File: src/rtl/seq_pattern_gen_if.sv
// rtl/seq_pattern_gen_if.sv - control, table-write and output-stream bundle for seq_pattern_gen
interface seq_pattern_gen_if #(
    parameter int DATA_W = 8,
    parameter int DEPTH  = 8
);
    localparam int ADDR_W = $clog2(DEPTH);

    logic              enable;
    logic              start;
    logic [1:0]        mode;
    logic [ADDR_W-1:0] last_idx;
    logic              wr_en;
    logic [ADDR_W-1:0] wr_addr;
    logic [DATA_W-1:0] wr_data;
    logic              out_valid;
    logic              out_ready;
    logic [DATA_W-1:0] out_data;
    logic              out_last;
    logic              busy;
    logic              done;

    modport master (
        input  enable, start, mode, last_idx, wr_en, wr_addr, wr_data, out_ready,
        output out_valid, out_data, out_last, busy, done
    );

    modport slave (
        output enable, start, mode, last_idx, wr_en, wr_addr, wr_data, out_ready,
        input  out_valid, out_data, out_last, busy, done
    );
endinterface

File: src/rtl/seq_pattern_gen.sv
// rtl/seq_pattern_gen.sv - writable pattern table played out in loop, one-shot or ping-pong order
module seq_pattern_gen #(
    parameter  int DATA_W = 8,
    parameter  int DEPTH  = 8,
    localparam int ADDR_W = $clog2(DEPTH)
) (
    input  logic              clk,
    input  logic              reset,
    seq_pattern_gen_if.master bus
);
    typedef enum logic [1:0] {
        ST_IDLE = 2'd0,
        ST_RUN  = 2'd1,
        ST_DONE = 2'd2
    } state_t;

    localparam logic [1:0]        MODE_ONESHOT  = 2'b01;
    localparam logic [1:0]        MODE_PINGPONG = 2'b10;
    localparam logic [ADDR_W-1:0] LP_MAX_IDX    = ADDR_W'(DEPTH - 1);
    localparam logic [ADDR_W-1:0] LP_ONE        = ADDR_W'(1);

    state_t            r_state;
    state_t            w_state_nxt;
    logic [DATA_W-1:0] r_table [DEPTH];
    logic [ADDR_W-1:0] r_idx;
    logic [ADDR_W-1:0] w_idx_nxt;
    logic [ADDR_W-1:0] r_last;
    logic [ADDR_W-1:0] w_last_nxt;
    logic [ADDR_W-1:0] w_last_clamped;
    logic [1:0]        r_mode;
    logic [1:0]        w_mode_nxt;
    logic              r_dir_down;
    logic              w_dir_nxt;
    logic              r_done;
    logic              w_done_nxt;
    logic              w_run;
    logic              w_fire;
    logic              w_wr_ok;
    logic              w_at_last;
    logic              w_last_beat;

    assign w_run          = (r_state == ST_RUN);
    assign w_fire         = w_run & bus.out_ready & bus.enable;
    assign w_at_last      = (r_idx == r_last);
    assign w_last_clamped = (int'(bus.last_idx) > DEPTH - 1) ? LP_MAX_IDX : bus.last_idx;
    assign w_wr_ok        = bus.wr_en & (int'(bus.wr_addr) < DEPTH);

    // Table: non-blocking write means a same-cycle read still returns the old word
    always_ff @(posedge clk) begin
        if (reset) begin
            for (int i = 0; i < DEPTH; i++) begin
                r_table[i] <= '0;
            end
        end else if (w_wr_ok) begin
            r_table[bus.wr_addr] <= bus.wr_data;
        end
    end

    always_ff @(posedge clk) begin
        if (reset) begin
            r_state    <= ST_IDLE;
            r_idx      <= '0;
            r_dir_down <= 1'b0;
            r_mode     <= 2'b00;
            r_last     <= '0;
            r_done     <= 1'b0;
        end else begin
            r_state    <= w_state_nxt;
            r_idx      <= w_idx_nxt;
            r_dir_down <= w_dir_nxt;
            r_mode     <= w_mode_nxt;
            r_last     <= w_last_nxt;
            r_done     <= w_done_nxt;
        end
    end

    // start outranks fire; mode and last index are only sampled here
    always_comb begin
        w_state_nxt = r_state;
        w_idx_nxt   = r_idx;
        w_dir_nxt   = r_dir_down;
        w_mode_nxt  = r_mode;
        w_last_nxt  = r_last;
        w_done_nxt  = r_done;
        if (bus.start) begin
            w_state_nxt = ST_RUN;
            w_idx_nxt   = '0;
            w_dir_nxt   = 1'b0;
            w_mode_nxt  = bus.mode;
            w_last_nxt  = w_last_clamped;
            w_done_nxt  = 1'b0;
        end else if (w_fire) begin
            case (r_mode)
                MODE_ONESHOT: begin
                    if (w_at_last) begin
                        w_state_nxt = ST_DONE;
                        w_done_nxt  = 1'b1;
                    end else begin
                        w_idx_nxt = r_idx + LP_ONE;
                    end
                end
                MODE_PINGPONG: begin
                    if (r_last == '0) begin
                        w_idx_nxt = '0;
                    end else if (!r_dir_down) begin
                        if (w_at_last) begin
                            w_dir_nxt = 1'b1;
                            w_idx_nxt = r_idx - LP_ONE;
                        end else begin
                            w_idx_nxt = r_idx + LP_ONE;
                        end
                    end else begin
                        if (r_idx == '0) begin
                            w_dir_nxt = 1'b0;
                            w_idx_nxt = LP_ONE;
                        end else begin
                            w_idx_nxt = r_idx - LP_ONE;
                        end
                    end
                end
                default: begin
                    w_idx_nxt = w_at_last ? '0 : r_idx + LP_ONE;
                end
            endcase
        end
    end

    // Ping-pong ends a pass on the return to entry 0; a single-entry table ends every beat
    always_comb begin
        w_last_beat = w_at_last;
        if (r_mode == MODE_PINGPONG) begin
            w_last_beat = (r_last == '0) | ((r_idx == '0) & r_dir_down);
        end
    end

    assign bus.out_valid = w_run;
    assign bus.busy      = w_run;
    assign bus.done      = r_done;
    assign bus.out_last  = w_run & w_last_beat;
    assign bus.out_data  = r_table[r_idx];
endmodule
File: src/flat_wrapper.sv
// flat-port wrapper written by rule: the top's interface ports become plain ports
module seq_pattern_gen_flat 
#(
    parameter  int DATA_W = 8,
    parameter  int DEPTH  = 8,
    localparam int ADDR_W = $clog2(DEPTH)
)
  (clk, reset, bus_enable, bus_start, bus_mode, bus_last_idx, bus_wr_en, bus_wr_addr, bus_wr_data, bus_out_ready, bus_out_valid, bus_out_data, bus_out_last, bus_busy, bus_done);
  seq_pattern_gen_if #(.DATA_W(DATA_W), .DEPTH(DEPTH)) bus_i ();
  input  logic clk;
  input  logic reset;
  input wire logic [$bits(bus_i.enable)-1:0] bus_enable;
  input wire logic [$bits(bus_i.start)-1:0] bus_start;
  input wire logic [$bits(bus_i.mode)-1:0] bus_mode;
  input wire logic [$bits(bus_i.last_idx)-1:0] bus_last_idx;
  input wire logic [$bits(bus_i.wr_en)-1:0] bus_wr_en;
  input wire logic [$bits(bus_i.wr_addr)-1:0] bus_wr_addr;
  input wire logic [$bits(bus_i.wr_data)-1:0] bus_wr_data;
  input wire logic [$bits(bus_i.out_ready)-1:0] bus_out_ready;
  output wire logic [$bits(bus_i.out_valid)-1:0] bus_out_valid;
  output wire logic [$bits(bus_i.out_data)-1:0] bus_out_data;
  output wire logic [$bits(bus_i.out_last)-1:0] bus_out_last;
  output wire logic [$bits(bus_i.busy)-1:0] bus_busy;
  output wire logic [$bits(bus_i.done)-1:0] bus_done;
  assign bus_i.enable = bus_enable;
  assign bus_i.start = bus_start;
  assign bus_i.mode = bus_mode;
  assign bus_i.last_idx = bus_last_idx;
  assign bus_i.wr_en = bus_wr_en;
  assign bus_i.wr_addr = bus_wr_addr;
  assign bus_i.wr_data = bus_wr_data;
  assign bus_i.out_ready = bus_out_ready;
  assign bus_out_valid = bus_i.out_valid;
  assign bus_out_data = bus_i.out_data;
  assign bus_out_last = bus_i.out_last;
  assign bus_busy = bus_i.busy;
  assign bus_done = bus_i.done;
  seq_pattern_gen #(.DATA_W(DATA_W), .DEPTH(DEPTH)) u_core (.clk(clk), .reset(reset), .bus(bus_i));
endmodule
File: config.mk
export PLATFORM = sky130hd
export DESIGN_NAME = seq_pattern_gen_flat
export DESIGN_NICKNAME = d
export VERILOG_FILES = /design/src/rtl/seq_pattern_gen_if.sv /design/src/rtl/seq_pattern_gen.sv /design/src/flat_wrapper.sv
export SDC_FILE = /design/constraint.sdc
export NUM_CORES = 1
export LEC_CHECK = 0
export ABC_AREA = 1
export CELL_PAD_IN_SITES_DETAIL_PLACEMENT = 2
export CELL_PAD_IN_SITES_GLOBAL_PLACEMENT = 2
export CORE_ASPECT_RATIO = 0.9
export CORE_MARGIN = 8
export CORE_UTILIZATION = 36
export CTS_CLUSTER_SIZE = 16
export DETAILED_ROUTE_END_ITERATION = 16
export PLACE_DENSITY = 0.78
export SYNTH_ARGS = -nofsm -noshare
export SYNTH_HDL_FRONTEND = slang
export SYNTH_SLANG_ARGS = --single-unit
export TNS_END_PERCENT = 1
File: constraint.sdc
create_clock -name clk -period 1.6 [get_ports clk]
set_input_delay 0.24 -clock clk [delete_from_list [all_inputs] [get_ports clk]]
set_output_delay 0.24 -clock clk [all_outputs]
set_load 0.01 [all_outputs]
==> flow_metrics.tcl, run 1 <==
set metrics [dict create \
    run_status "finished, violations left" \
    violations "setup timing" \
    grt_pass1_vias 3809 \
    total_design_power_mw 5.12 \
    cts.reportedPaths.clkPinSlew_ns 0.06 \
    grt_first_pass_wirelength_mm 22.4 \
    yosysUniqueCellTypes 32 \
    clk-insertion-delay-late_ns 0.35 \
    worst_slack_ns -0.318 \
    std_cell_rows 35 \
    postRouteWirelength_mm 15.8 \
    dieArea_um2 13800 \
    final_hpwl_dp_mm 9.33 \
    sequential_to_total_area_share_from_yosys_stat_pct 59.5 \
    area_overhead_of_the_layout_relative_to_synthesis_pct 41.3 \
    clock_tree.buffer_depth 2 \
    post_route_cells_drive_above_1_share_pct 28.7 \
    start_util_pct 36.6 \
    finalClockSkew_ns 0.00582 \
    cp_max_fo 6 \
    fillers 1023 \
    timing.fmax_mhz 521 \
    clock-root-buffer "clkbuf_16" \
    setup.worst_path.start_class "flop" \
    yosys_warnings 0 \
    critical_path_arrival_ns 1.68 \
    syn-mean-instance-area_um2 9.49 \
    crit_end_category "primary output" \
    finalSetupViolations 11 \
    finalHoldViolCount 0 \
    place.gp.congestion 0.752 \
    post_cts_hold_buffer_count 0 \
    number_of_maximum_capacitance_constraint_violations 0 \
    timing.slew.headroom_pct 76.1 \
    die_y_um 112 \
    htreeDepth 3 \
    final_cell_area_um2 5230 \
    clock_sink_count 78 \
    design.portCount 34 \
    tritoncts.num_buffers 9 \
    hold_path.class "in2reg" \
    dpl_cell_area_um2 4660 \
    detailedPlace.worstSlack_ns -0.345 \
    static_leakage_power_nw 2.15 \
    cts_tree "yes" \
    grt-ovfl-total 0 \
    grt_setup_unrepaired "true" \
    fp.dieW_um 123 \
    largest_net_degree_at_the_start_of_global_routing 33 \
    wl_per_cell_um 26.0 \
    detail_route.iter0.violations 207 \
    slew_violations 0 \
    routed_via_density 5.39 \
    final_period_minus_worst_setup_slack_ns 1.92 \
    power.density_nw_per_um2 980 \
    first_pass_iters 4 \
    post-route-drc-count 0 \
    layout_net_count 504 \
    global_route_usage_over_all_layers_pct 22.3 \
    port_buffers 33 \
    antenna_cells 0 \
    timing_worst_slew_pin_value_ns 0.359 \
    layout_worst_path_cycle_share_pct 120 \
    final_util_pct 51.7 \
    num_vias 3288 \
    synth_cells 390 \
    fin_tns_setup_ns -2.40 \
    grt_antenna_before_repair 0 \
    kind_of_critical_path "reg2out" \
    drt.antenna.violating_nets 0 \
    core_region_area_um2 10100 \
    mappedNetlistNets 418 \
    ys_ff_latch 78 \
    cp_data_required_time_ns 1.36 \
    vdd.ir_drop.worst_v 0.000606 \
    synth.cell_area_um2 3700 \
]
-- critical path: stages (launching register included) --
cell and delay (ns):
dfxtp_4 0.39, buf_4 0.18, o21ai_0 0.29, o32ai_2 0.14, nand2_1 0.11, nand2_2 0.09, buf_6 0.13
-- report_power, final --
group | internal [mW] | switching, mW
combinational | 0.286 | 0.360
sequential | 2.31 | 0.0696
clock | 1.20 | 0.892
-- cell type report --
cell class	instances	area [um2]	area share, %
Multi-Input combinational cell	269	1490	28.6
Clock inverter	6	62.6	1.20
Tap cell	129	161	3.09
Clock buffer	10	229	4.38
Sequential cell	78	2210	42.2
Inverter	31	129	2.47
Timing Repair Buffer	87	943	18.0
-- Yosys cell counts, drive strengths merged --
cell type | count | area, um2
nor2 | 126 | 475
nand2 | 71 | 284
edfxtp | 64 | 1920
inv | 30 | 113
o21ai | 25 | 125
o32ai | 16 | 140
dfxtp | 14 | 280
a21oi | 11 | 77.6
buf | 8 | 55.1
ha | 6 | 75.1
nand3 | 6 | 52.6
clkbuf | 4 | 16.3
nand4 | 2 | 12.5
a21boi | 1 | 7.51
a221oi | 1 | 8.76
and2 | 1 | 6.26
clkinv | 1 | 3.75
nand3b | 1 | 20.0
xnor2 | 1 | 16.3
xor2 | 1 | 8.76
-- routing by layer --
layer  routed length, um  global-route usage [%]  part of all wire (%)
met1                6140                    25.0                    39
met2                8320                    38.2                    53
met3                 800                    5.22                   5.1
met4                 564                    11.9                   3.6
met5                   0                       0                     0
-- final timing paths --
path | from | to | slack (ns) | depth (start not counted)
worst max register to register | u_core.r_idx[1]$_SDFFE_PP0N_ | flop | -0.02 | 8
worst min-delay path | bus_last_idx[1] | u_core.r_last[1]$_SDFFE_PP0P_ | 0.48 | 3
worst min register to register | u_core.r_state[0]$_SDFFE_PP0P_ | u_core.r_state[0]$_SDFFE_PP0P_ | 0.49 | 2
worst max-delay path | flop | bus_out_data[3] | -0.32 | 6
-- through the flow --
stage / hold slack, ns / std cells
after floorplan: 0.302 / 390
after global placement: 0.458 / 590
after detailed placement: 0.474 / 590
after CTS: 0.484 / 610
after global routing: 0.510 / 610
final: 0.482 / 610
-- cell usage in the layout (no fill, tap or decap), drive strengths merged --
master and count:
buf 62, a21boi 1, and2 1, inv 29, clkbuf 11, nand2 71, dfxtp 14, nand3 6
clkinvlp 2, o21ai 25, xnor2 1, dlygate4sd2 2, clkdlybuf4s50 22, clkinv 5, edfxtp 64, nand3b 1
a221oi 1, ha 6, nor2 126, nand4 2, a21oi 11, o32ai 16, xor2 1, bufinv 1
-- timing repair --
action / CTS / global route
resized for setup: 82 / 24
endpoints found under the setup margin: 13 / 13
cloned: 2 / 1
hold endpoints to repair: 0 / 0
setup buffers: 2 / 0
pin swaps: 16 / 10
-- registers in the layout, indices dropped and copies added (netlist names), named ones only --
signal,flops
u_core.r_dir_down,1
u_core.r_state,1
u_core.r_last,3
u_core.r_table,64
u_core.r_idx,3
u_core.bus.done,1
u_core.r_mode,2
-- cells by family (layout without fill, tap and decap cells) --
group / Yosys count / after routing / share of synthesized area (%)
DFF: 78 / 78 / 59.5
buffers and inverters: 43 / 134 / 5.07
and+or+nand+nor: 207 / 207 / 23.0
AOI/OAI and AO/OA: 54 / 54 / 9.71
adders and majority gates: 6 / 6 / 2.03
xor gates and xnor gates: 2 / 2 / 0.677
Power figures use the tool's default switching activity.
==> run 2, diff against run 1 <==
- ABC_CLOCK_PERIOD_IN_PS: default -> 1600
- CTS_CLUSTER_SIZE: 16 -> 10
- TNS_END_PERCENT: 1 -> 100
==> flow_metrics.tcl, run 2 (synthesized netlist as in run 1, its figures left out) <==
set metrics [dict create \
    total_design_power_mw 5.19 \
    number_of_maximum_capacitance_constraint_violations 0 \
    static_leakage_power_nw 2.19 \
    setup.worst_path.start_class "flop" \
    clk-insertion-delay-late_ns 0.35 \
    power.density_nw_per_um2 960 \
    grt-ovfl-total 0 \
    clock-root-buffer "clkbuf_16" \
    most_common_library_cell_in_the_layout_ignoring_fill_and_taps "nor2_1" \
    top_register "u_core.r_table" \
    largest_registers "u_core.r_table x64, u_core.r_idx x3, u_core.r_last x3" \
    start_util_pct 36.6 \
    postRouteWirelength_mm 15.8 \
    cts.reportedPaths.clkPinSlew_ns 0.07 \
    wl_per_cell_um 25.7 \
    num_vias 3272 \
    htreeDepth 3 \
    first_pass_iters 4 \
    core_region_area_um2 10100 \
    final_period_minus_worst_setup_slack_ns 1.91 \
    area_overhead_of_the_layout_relative_to_synthesis_pct 46.0 \
    post-route-drc-count 0 \
    final_util_pct 53.4 \
    antenna_cells 0 \
    finalHoldViolCount 0 \
    fp.dieW_um 123 \
    routed_via_density 5.31 \
    dieArea_um2 13800 \
    run_status "finished, violations left" \
    largest_reg_flops 64 \
    place.gp.congestion 0.752 \
    grt_first_pass_wirelength_mm 23.2 \
    layout_net_count 510 \
    numPlacedInstances 590 \
    timing.slew.headroom_pct 77.0 \
    detail_route.iter0.violations 201 \
    finalSetupViolations 13 \
    tritoncts.num_buffers 9 \
    largest_net_degree_at_the_start_of_global_routing 33 \
    post_layout_nonfiller_instances 616 \
    fin_tns_setup_ns -2.28 \
    port_buffers 33 \
    cp_data_required_time_ns 1.36 \
    grt_antenna_before_repair 0 \
    worst_hold_slack_ns 0.480 \
    slew_violations 0 \
    global_route_usage_over_all_layers_pct 23.0 \
    kind_of_critical_path "reg2out" \
    design.portCount 34 \
    die_y_um 112 \
    crit_end_category "primary output" \
    clock_tree.buffer_depth 2 \
    final_hpwl_dp_mm 9.33 \
    clock_sink_count 78 \
    drt.antenna.violating_nets 0 \
    area.sequential_um2 2220 \
    cts_tree "yes" \
    cp_max_fo 3 \
    worst_slack_ns -0.309 \
    critical_path_arrival_ns 1.67 \
    fillers 989 \
    timing.fmax_mhz 524 \
    vdd.ir_drop.worst_v 0.000529 \
    violations "setup timing" \
    grt_pass1_vias 3794 \
    timing_worst_slew_pin_value_ns 0.345 \
    layout_worst_path_cycle_share_pct 119 \
    multiInputGateArea_um2 1620 \
    post_route_cells_drive_above_1_share_pct 34.3 \
    finalClockSkew_ns 0.00754 \
    post_cts_hold_buffer_count 0 \
    std_cell_rows 35 \
    grt_setup_unrepaired "true" \
    highest_count_cells_in_the_layout_ignoring_fill_and_taps "nor2_1, edfxtp_1, nand2_1" \
    hold_path.class "reg2reg" \
]
==> run 2: cell count changes in the layout (fill, tap and decap cells not counted), moves of 4 or more <==
cell	change
nor2_1	-6
nor2_4	+6
o21ai_0	-6
buf_4	+5
inv_1	-4
o32ai_1	-4
==> run 2: stage by stage <==
step	area, um2	setup slack, ns
2_1_floorplan	3700	0.243
3_3_place_gp	4660	-0.263
3_5_place_dp	4660	-0.345
4_1_cts	5270	-0.246
5_1_grt	5400	-0.321
6_report	5400	-0.309
==> run 2: final cells by class <==
class / count / area share (%)
inverter: 31 / 2.39
tap: 129 / 2.99
sequential: 78 / 41.0
clock inverter: 6 / 1.16
timing repair buffer: 93 / 18.2
multi-input combinational: 269 / 30.0
clock buffer: 10 / 4.24
==> run 2: path summary, 6_finish.rpt <==
check / end / start / depth (start not counted) / slack (ns)
max reg2reg: u_core.r_idx[2]$_SDFFE_PP0N_ / u_core.r_idx[0]$_SDFFE_PP0N_ / 10 / -0.04
max: bus_out_last / u_core.r_idx[0]$_SDFFE_PP0N_ / 6 / -0.31
min reg2reg: u_core.r_state[0]$_SDFFE_PP0P_ / u_core.r_state[0]$_SDFFE_PP0P_ / 2 / 0.48
min: u_core.r_state[0]$_SDFFE_PP0P_ / u_core.r_state[0]$_SDFFE_PP0P_ / 2 / 0.48
==> run 2: what timing repair did <==
| action | 4_1_cts | 5_1_grt |
|---|---|---|
| resized for setup | 113 | 38 |
| cloned | 2 | 0 |
| endpoints found under the setup margin | 13 | 24 |
| setup buffers | 6 | 3 |
| pin swaps | 27 | 25 |
==> run 2: critical path, cell delays in order, from the launching register on <==
cell and delay [ns]:
dfxtp_4 0.36, inv_4 0.08, nand2_1 0.11, nand2_2 0.14
nand3_4 0.10, a221oi_2 0.31, buf_2 0.21
==> run 2: metal layers <==
layer | GRT usage (%) | wire (um) | up-vias
met1 | 26.8 | 6420 | 1667
met3 | 4.11 | 727 | 22
li1 | - | - | 1490
met2 | 41.0 | 8350 | 93
met4 | 8.12 | 340 | 0
met5 | 0 | 0 | -
==> run 2: power by group <==
part           total, mW  switching [mW]  internal, mW
clock network       2.12           0.912          1.21
registers           2.39          0.0758          2.31
logic              0.681           0.372         0.309
total               5.19            1.36          3.83
==> run 3, diff against run 2 <==
- CORE_MARGIN: 8 -> 1
==> flow_metrics.tcl, run 3 (synthesized netlist as in run 1, its figures left out) <==
set metrics [dict create \
    number_of_maximum_capacitance_constraint_violations 0 \
    first_pass_iters 5 \
    std_cell_rows 34 \
    hold_path.class "in2reg" \
    finalSetupViolations 12 \
    post_cts_hold_buffer_count 0 \
    numPlacedInstances 594 \
    port_buffers 33 \
    timing.critical_path.slowest_stage_cell "dfxtp_4" \
    post-route-drc-count 0 \
    design.portCount 34 \
    die_y_um 98.2 \
    cts.reportedPaths.clkPinSlew_ns 0.07 \
    global_route_usage_over_all_layers_pct 34.9 \
    vdd.ir_drop.worst_v 0.000601 \
    timing.slew.headroom_pct 68.2 \
    slew_violations 0 \
    timing_worst_slew_pin_value_ns 0.476 \
    clock_tree.buffer_depth 2 \
    most_numerous_cell_on_the_critical_path "nand2_1" \
    clock_sink_count 78 \
    total_design_power_mw 5.43 \
    cts_tree "yes" \
    layout_net_count 517 \
    detail_route.iter0.violations 197 \
    postRouteWirelength_mm 18.5 \
    fin_tns_setup_ns -2.65 \
    grt_first_pass_wirelength_mm 25.8 \
    top_register "u_core.r_table" \
    highest_count_cells_in_the_layout_ignoring_fill_and_taps "nor2_1, edfxtp_1, nand2_1" \
    cp_data_required_time_ns 1.36 \
    core_region_area_um2 9830 \
    kind_of_critical_path "reg2out" \
    final_hpwl_dp_mm 10.1 \
    clock-root-buffer "clkbuf_16" \
    grt_setup_unrepaired "true" \
    start_util_pct 37.6 \
    grt_antenna_before_repair 0 \
    grt_pass1_vias 3923 \
    antenna_cells 0 \
    finalClockSkew_ns 0.0133 \
    worst_hold_slack_ns 0.469 \
    htreeDepth 3 \
    layout_worst_path_cycle_share_pct 122 \
    worst_slack_ns -0.354 \
    largest_registers "u_core.r_table x64, u_core.r_idx x3, u_core.r_last x3" \
    detailedPlace.worstSlack_ns -0.420 \
    setup.worst_path.start_class "flop" \
    power.density_nw_per_um2 992 \
    cp_max_fo 6 \
    place.gp.congestion 0.773 \
    fp.dieW_um 109 \
    critical_path_arrival_ns 1.71 \
    final_period_minus_worst_setup_slack_ns 1.95 \
    area_overhead_of_the_layout_relative_to_synthesis_pct 48.1 \
    largest_reg_flops 64 \
    clk-insertion-delay-late_ns 0.35 \
    timing.fmax_mhz 512 \
    post_route_cells_drive_above_1_share_pct 36.8 \
    static_leakage_power_nw 2.23 \
    most_common_library_cell_in_the_layout_ignoring_fill_and_taps "nor2_1" \
    wl_per_cell_um 29.8 \
    number_of_buffers_and_inverters_on_the_critical_path 4 \
    critical_path.top_delay_family "buffers and inverters" \
    dieArea_um2 10700 \
    largest_net_degree_at_the_start_of_global_routing 32 \
    critical-path-max-stage-delay_ns 0.39 \
    tritoncts.num_buffers 9 \
    num_vias 3574 \
    finalHoldViolCount 0 \
    run_status "finished, violations left" \
    routed_via_density 5.76 \
    grt-ovfl-total 0 \
    crit_end_category "primary output" \
    drt.antenna.violating_nets 0 \
    critical_path_cell_by_cell "inv_8, buf_12, buf_8, nor2_4, o32ai_2, nand2_1, nand2_1, buf_2" \
    violations "setup timing" \
    post_layout_nonfiller_instances 620 \
]
[run 3: cell count changes in the layout (fill, tap and decap cells not counted), sizes merged]
cell	before	now
bufinv	1	2
clkinv	4	3
clkdlybuf4s15	2	0
buf	69	76
clkbuf	10	12
clkinvlp	2	1
inv	30	31
[run 3: final timing paths]
path / cells past startpoint / end / from / slack (ns)
worst max-delay path: 8 / bus_out_data[3] / flop / -0.35
worst min-delay path: 3 / u_core.r_last[1]$_SDFFE_PP0P_ / bus_last_idx[1] / 0.47
worst max register to register: 8 / u_core.r_idx[2]$_SDFFE_PP0N_ / u_core.r_last[0]$_SDFFE_PP0P_ / -0.01
worst min register to register: 2 / u_core.r_state[0]$_SDFFE_PP0P_ / u_core.r_state[0]$_SDFFE_PP0P_ / 0.53
[run 3: layout make-up]
cell class,count,area [um2]
clock inverters,6,85.1
repair buffers,100,982
inverters,31,136
well taps,126,158
fillers,978,4350
flip-flops and latches,78,2220
clock buffers,10,229
multi-input cells,269,1670
[run 3: routing by layer]
layer | routed length (um) | vias up | GRT usage [%]
li1 | - | 1512 | -
met1 | 7600 | 1853 | 43.8
met2 | 9260 | 164 | 59.1
met3 | 1070 | 45 | 5.54
met4 | 581 | 0 | 14.7
met5 | 0 | - | 0
[run 3: worst min-delay path: cells and delay by family]
family                 cells  cell delay (ns)
buffers and inverters      1             0.39
and+or+nand+nor            2             0.15
[run 3: what timing repair did]
action / CTS / global route
buffers inserted: 8 / 4
pin swaps: 31 / 26
resized for setup: 116 / 52
endpoints found under the setup margin: 13 / 85
gates cloned: 1 / 0
[run 3: stage by stage]
step / utilization (%) / instance area [um2]
floorplan: - / 3700
global placement: 47.5 / 4670
detailed placement: 47.5 / 4670
CTS: 54.1 / 5320
global route: 55.8 / 5480
finish: 55.8 / 5480
[run 3: where the power goes]
part	internal (mW)	switching [mW]
clock network	1.37	0.953
registers	2.31	0.0866
logic	0.303	0.411
